$ cat config.mk
export PLATFORM = sky130hd
export DESIGN_NAME = date_seg_scan
export DESIGN_NICKNAME = d
export VERILOG_FILES = /design/src/rtl/date_seg_scan.sv
export SDC_FILE = /design/constraint.sdc
export NUM_CORES = 1
export LEC_CHECK = 0
export CORE_MARGIN = 3
export CORE_UTILIZATION = 45
export CTS_CLUSTER_SIZE = 24
export DETAILED_ROUTE_END_ITERATION = 8
export PLACE_DENSITY = 0.69
export SLEW_MARGIN = 20
export SYNTH_ARGS = -nofsm -noshare
export SYNTH_HDL_FRONTEND = slang
export SYNTH_SLANG_ARGS = --single-unit
$ cat constraint.sdc
create_clock -name clk -period 8.9 [get_ports clk]
set_input_delay 2.67 -clock clk [delete_from_list [all_inputs] [get_ports clk]]
set_output_delay 2.67 -clock clk [all_outputs]
set_load 0.005 [all_outputs]
$ cat src/rtl/date_seg_scan.sv
// -----------------------------------------------------------------------------
// date_seg_scan
//   Multiplexed 4-digit 7-segment driver for the date counter chain.
//   Shows one of two pages: MM.DD (page 0) or YYYY (page 1). Digits selected
//   by blink_mask are blanked during the "off" half of a slow blink period,
//   for use in date-setting mode.
//
// Ports
//   clk         in   1   system clock, posedge
//   rst         in   1   asynchronous, active-low reset
//   date_bcd    in   32  {Y3,Y2,Y1,Y0,M1,M0,D1,D0}, 4-bit BCD each
//   page        in   1   0 = MM.DD, 1 = YYYY (taken at frame boundaries)
//   blink_mask  in   4   bit i = 1 -> digit i blinks; digit 3 = leftmost
//   an          out  4   digit enables, active-low, one-hot-low when lit
//   seg         out  8   {dp,g,f,e,d,c,b,a}, active-low
//   frame_tick  out  1   one-cycle pulse after the scan index wraps 3 -> 0
// -----------------------------------------------------------------------------
module date_seg_scan #(
  parameter int SCAN_DIV  = 100000,
  parameter int BLINK_DIV = 50000000
) (
  input  logic        clk,
  input  logic        rst,
  input  logic [31:0] date_bcd,
  input  logic        page,
  input  logic [3:0]  blink_mask,
  output logic [3:0]  an,
  output logic [7:0]  seg,
  output logic        frame_tick
);

  localparam int SCAN_W  = (SCAN_DIV  > 1) ? $clog2(SCAN_DIV)  : 1;
  localparam int BLINK_W = (BLINK_DIV > 1) ? $clog2(BLINK_DIV) : 1;

  localparam logic [SCAN_W-1:0]  SCAN_LAST  = SCAN_W'(SCAN_DIV - 1);
  localparam logic [BLINK_W-1:0] BLINK_LAST = BLINK_W'(BLINK_DIV - 1);

  logic [SCAN_W-1:0]  scan_cnt;
  logic [BLINK_W-1:0] blink_cnt;
  logic [1:0]         idx;
  logic               blink_ph;
  logic               page_q;

  logic               tick;
  logic               wrap;
  logic [1:0]         idx_nxt;
  logic               page_nxt;
  logic [4:0]         nib_base;
  logic [3:0]         nib;
  logic               dp_n;
  logic [3:0]         an_nxt;
  logic [7:0]         seg_nxt;

  // Active-low {g,f,e,d,c,b,a}; anything that is not a decimal digit shows a dash.
  function automatic logic [6:0] decode(input logic [3:0] d);
    case (d)
      4'd0:    decode = 7'h40;
      4'd1:    decode = 7'h79;
      4'd2:    decode = 7'h24;
      4'd3:    decode = 7'h30;
      4'd4:    decode = 7'h19;
      4'd5:    decode = 7'h12;
      4'd6:    decode = 7'h02;
      4'd7:    decode = 7'h78;
      4'd8:    decode = 7'h00;
      4'd9:    decode = 7'h10;
      default: decode = 7'h3F;
    endcase
  endfunction

  assign tick = (scan_cnt == SCAN_LAST);
  assign wrap = tick && (idx == 2'd3);

  // Output registers are loaded from the slot being entered, so everything
  // below is computed from the post-edge index and page.
  // NOTE: every always_comb output gets a default first so no path can leave
  // it unassigned and infer a latch.
  always_comb begin
    idx_nxt  = idx + 2'd1;
    page_nxt = wrap ? page : page_q;
    // {page, idx} picks nibble 0..7 of date_bcd: day/month on page 0, year on page 1.
    nib_base = {page_nxt, idx_nxt, 2'b00};
    nib      = date_bcd[nib_base +: 4];
    dp_n     = !(!page_nxt && (idx_nxt == 2'd2));
    seg_nxt  = {dp_n, decode(nib)};
    an_nxt   = ~(4'b0001 << idx_nxt);
    // Blanking only gates the digit enable; seg keeps the decoded value.
    if (blink_ph && blink_mask[idx_nxt]) begin
      an_nxt = 4'b1111;
    end
  end

  // NOTE: sequential state uses non-blocking assignments so every register
  // sees pre-edge values of the others, independent of statement order.
  always_ff @(posedge clk or negedge rst) begin
    if (!rst) begin
      scan_cnt   <= '0;
      blink_cnt  <= '0;
      idx        <= 2'd0;
      blink_ph   <= 1'b0;
      page_q     <= 1'b0;
      an         <= 4'b1111;
      seg        <= 8'hFF;
      frame_tick <= 1'b0;
    end else begin
      scan_cnt <= tick ? '0 : scan_cnt + SCAN_W'(1);

      if (blink_cnt == BLINK_LAST) begin
        blink_cnt <= '0;
        blink_ph  <= ~blink_ph;
      end else begin
        blink_cnt <= blink_cnt + BLINK_W'(1);
      end

      frame_tick <= wrap;

      if (tick) begin
        idx    <= idx_nxt;
        page_q <= page_nxt;
        an     <= an_nxt;
        seg    <= seg_nxt;
      end
    end
  end

endmodule

# Word-level counts from Yosys, hierarchy flattened
# Memory sizes are Yosys's and may differ from the RTL's. A register that Yosys moved wholly into a read port is not among the register bits.
# Cells that the tools add are included.
totals:
  mem_bits_ro: 112
  inputBits: 39
  memories: 1
  ramBits: 0
  wordCells: 33
  ff_bits: 60
  out_inout_bits: 13
  latchBits: 0
memory_table:
  columns: ["memory", "words", "width", "rd", "rd_ports_with_merged_regs", "wr", "line_no", "source"]
  rows:
  - ["(name not given)", 16, 7, 1, 1, 0, "56", "case (d)"]
classes:
  shifts: 2
  order_cmp: 1
  n_reduce_logical: 6
  n_mux: 6
  bitwise_logic: 2
  multipliers: 0
  div_mod_pow: 0
  eq_ne: 4
  n_addsub: 3
op_table:
  columns: ["cell", "count"]
  rows:
  - ["$shiftx A32 B6 Y4", 1]
  - ["$add A26 B1 Y26 const B", 1]
  - ["$eq A26 B26 Y1 const B", 1]
  - ["$mux W26", 1]
  - ["$add A17 B1 Y17 const B", 1]
  - ["$eq A17 B17 Y1 const B", 1]
  - ["$mux W17", 1]
  - ["$eq A2 B2 Y1 const B", 2]
  - ["$mux W4", 1]
  - ["$not A4 Y4", 1]
  - ["$shl A1 B2 Y4 const A", 1]
  - ["$logic_and A1 B1 Y1", 3]
  - ["$logic_not A1 Y1", 3]
  - ["$lt A2 B3 Y1 const B", 1]
  - ["$add A2 B1 Y2 const B", 1]
  - ["$bmux W1 S2", 1]
  - ["$mux W1", 2]
  - ["$not A1 Y1", 1]

# Longest topological paths before layout
depth:
  ltp_word: 6
  ltp_mapped: 14
  ltp_nobuf: 12

# Worst setup path after synthesis
# Ideal clock, no wire load.
synth_path:
  path_type: "input-to-reg"
  startpoint: "in page"
  endpoint: "reg seg[5]"
  required_time_ps: 8808
  cell_stages: 8
  arrival_ps: 4272
  path_buffers: 1
  slack_ps: 4535
  setup_ps: 92
  cell_sequence: "mux2i_4 buf_4 mux2i_1 inv_1 ha_1 or4b_1 nand3_1 o21ai_0"
synth_via:
  elab_chain_cells: 2
synth_rtl:
  columns: ["item", "line_no", "source"]
  rows:
  - ["from (decl)", "25", "input logic page,"]
  - ["$mux W1", "80", "page_nxt = wrap ? page : page_q;"]
  - ["$shiftx A32 B6 Y4", "83", "nib = date_bcd[nib_base +: 4];"]
  - ["to (decl)", "28", "output logic [7:0] seg,"]
# No other way between the ends.
# A chain may end at the register's enable or synchronous reset.

# Worst setup path after layout
# Ends and elaborated chain as after synthesis.

==> run summary <==
The die area was 8040 sq um; the mean instance size in the synthesized netlist was 10.7 sq um. The run gives 4940 ps as the worst path arrival time. The endpoint class of the critical path is a flip-flop. The cell count after synthesis came out at 295.

The portion of netlist area occupied by mux cells was 10.6%; the cell depth of the worst hold path was 2. The worst hold endpoint was seg[2]. The later pin in the worst-skew pair is clocked with a latency of 330 ps. The run finished with clean final reports.

After detailed routing, the total wire length is 6010 um. For the initial antenna violation count, the log shows 0. The xor/xnor share of the synthesized area is 10.3%. For this configuration, the core starts out at a cell density of 47.9%. The tools report the netlist area before placement as 3150 sq um. The tightest slew margin relative to the limit was 50.5%.

STA classifies the critical path startpoint as a primary input. The congestion estimate from routability-driven global placement came to 0.774. The tools report the number of distinct standard cells referenced by the synthesized netlist as 45. The worst register-to-register path has a depth of 11. Arithmetic-cell share of the synthesized area counting full adders, half adders and majority gates: 2.78%. During synthesis, Yosys emitted a total of 0 warnings. The maximum buffer depth of the clock tree was 2. For the global-route usage over all layers, the log shows 16.4%. The final core utilization was 60.6%; the antenna violation net count after detailed routing was 0.

At the pin with the least slew margin, the transition time is 743 ps. TritonCTS built the clock tree. The die outline height works out to 89.6 um. Type of the worst setup path: primary input to flip-flop.

The final hold violation count was 0. The startpoint identified for the worst hold timing path is seg[2]. In this run the count of I/O pins placed on the die edge is 52.

The number of maximum-capacitance violations is 0. Among all flip-flop cells after synthesis, the most frequent one is dfrtp_1. The logs give 0 for the overflow left after global routing and 0.0000953 V for the worst-case vdd ir drop. Buffers inserted to repair hold after CTS numbered 0. The tools report the number of buffers inserted during clock tree synthesis as 9. The setup TNS was 0 ps.

In the routed layout, each cell is associated on average with a via count of 5.24. The tools report the post-CTS setup buffer count as 0. The run gives 5580 ps as the register-to-register path setup slack. The type of the worst min-delay path is flip-flop to flip-flop. The startpoint identified for the worst register-to-register timing path is scan_cnt[0]. The count of buffers added on input and output ports is 51.

The register area share after synthesis was 48.2%; the sink count of the clock tree was 60. After detailed routing, the average wire length per cell comes to 13.3 um. After floorplanning, the core was divided into 29 placement rows.

The top cell type by area accounts for 38.2% of the synthesized area. The critical-path maximum fanout is 16. The core region is 6570 sq um. The minimum clock period was 4700 ps.

Sorting the synthesized cells by area gives the leading types as dfrtp_1, dfstp_2, mux4_2, xnor2_1, nor2_1. The area growth from synthesis to layout is 26.4%. The run gives 341 as the net count after synthesis.

Register bit count reported by yosys: 60. The most area-hungry cell type in the Yosys netlist is dfrtp_1. The number of antenna diodes in the final layout is 0. The tools report the pin count of the biggest net entering global routing as 61. The remaining design rule violation count is 0, and the clock-pin transition on the worst setup and hold timing paths is 70 ps.

After synthesis, the largest family of logic cells by area is simple AND/OR/NAND/NOR gates. The final count of pins violating max slew was 0. For this run, asynchronously set or reset flops after synthesis account for 100%. Setup violations remaining at the end of the flow were counted as 0.

After legalization and detailed placement, the total HPWL measured 4330 um. Of the available clock period, the critical path in the final layout requires 52.9%. After synthesis, the most frequently instantiated cells are dfrtp_1, nor2_1, nand2_1.

The first global-routing pass estimated 10,100 um of wire. The synthesized netlist devotes 5.64% of its cell area to compound gates. From left edge to right edge, the die measures 89.6 um.

The root buffer cell chosen for the clock tree is clkbuf_8. The first routing iteration left 84 violations. Derived from the worst setup path, the maximum achievable clock frequency is 213 MHz. Clock skew on the completed layout was measured at 5.71 ps. After Yosys synthesis, and, or, nand and nor cells account for 20.1% of the synthesized area. Hold is met by 467 ps. The final layout contains 399 nets. The CTS H-tree depth was 3; the critical path data required time was 9140 ps. In this run, synthesis inferred 0 flip-flops with an integrated enable. Setup repair after global routing left no endpoint under its margin. The most common cell in the synthesized netlist is dfrtp_1. The routed layout has 2,361 vias. In this run the power density over the cells is 146 nW/um^2. The via count of the first global-routing pass came out at 2,273. Cells with a size suffix above 1 make up 14.8% of the layout. The first detailed-routing pass took 4 iterations. Gates resized during post-CTS repair numbered 0. The analysis attributes to cell leakage a power of 1.70 nW. The tools report the endpoint of the worst-slack reg-to-reg timing path as seg[5].
==> layer usage <==
layer	track usage [%]	routed length, um	vias up
li1	-	-	1162
met5	0	0	-
met4	6.50	74	0
met3	4.56	299	6
met1	20.8	2740	1131
met2	26.6	2900	62
==> sequential cells by signal, indices dropped and copies added (netlist names) <==
register and cells:
an 4, page_q 1, blink_cnt 26, blink_ph 1
frame_tick 1, idx 2, scan_cnt 17, seg 8
==> kinds of logic (layout without fill, tap and decap cells) <==
group / after synthesis / count (layout)
AOI/OAI and AO/OA: 29 / 29
xor gates and xnor gates: 37 / 37
adders and majority gates: 7 / 7
buffers and inverters: 17 / 80
DFF: 60 / 60
muxes: 20 / 20
and+or+nand+nor: 125 / 125
==> placed cells by master (no fill, tap or decap), drive strengths merged, types with 2 or more instances in the layout <==
cell	n
a21oi	6
a31oi	6
and2	3
and3	6
and4	4
and4bb	2
buf	4
bufinv	2
clkbuf	9
clkdlybuf4s50	50
clkinvlp	3
dfrtp	48
dfstp	12
ha	7
inv	11
mux2	3
mux2i	8
mux4	9
nand2	25
nand3	17
nand4	9
nor2	42
nor2b	2
nor3	5
nor4	2
o21ai	11
or3	2
xnor2	21
xor2	16
==> where the power goes <==
group	internal [mW]	switching [mW]
logic	0.0214	0.0137
clock network	0.159	0.113
registers	0.274	0.000275
==> worst max path at each step <==
stage / start / to / slack, ps / cells past startpoint
final: page / seg[5] / 4200 / 8
after global routing: page / seg[5] / 4070 / 8
after CTS: page / seg[5] / 4240 / 8
after detailed placement: page / seg[5] / 3880 / 8
after global placement: page / seg[5] / 3950 / 8
after floorplan: page / seg[5] / 4540 / 8
==> stage by stage <==
stage                     area [sq um]  worst slack [ps]  power (mW)  instances
final                             3980              4200       0.581        451
after global routing              3980              4070       0.604        451
after CTS                         3980              4240       0.588        451
after detailed placement          3750              3880       0.315        435
after global placement            3750              3950       0.314        435
after floorplan                   3150              4540       0.290        295
==> worst max-delay path: stages <==
cell and delay, ps:
clkdlybuf4s50_1 450, mux2i_4 490, mux2i_1 380, inv_1 80, ha_1 210, or4b_1 510
nand3_1 90, o21ai_0 70
==> layout make-up <==
class                   instances  area (sq um)
fillers                       547          2590
repair buffers                 54           528
inverters                      10          37.5
clock inverters                 7           100
clock buffers                   9           124
multi-input cells             218          1560
flip-flops and latches         60          1520
well taps                      93           116
Power figures use the tool's default switching activity.
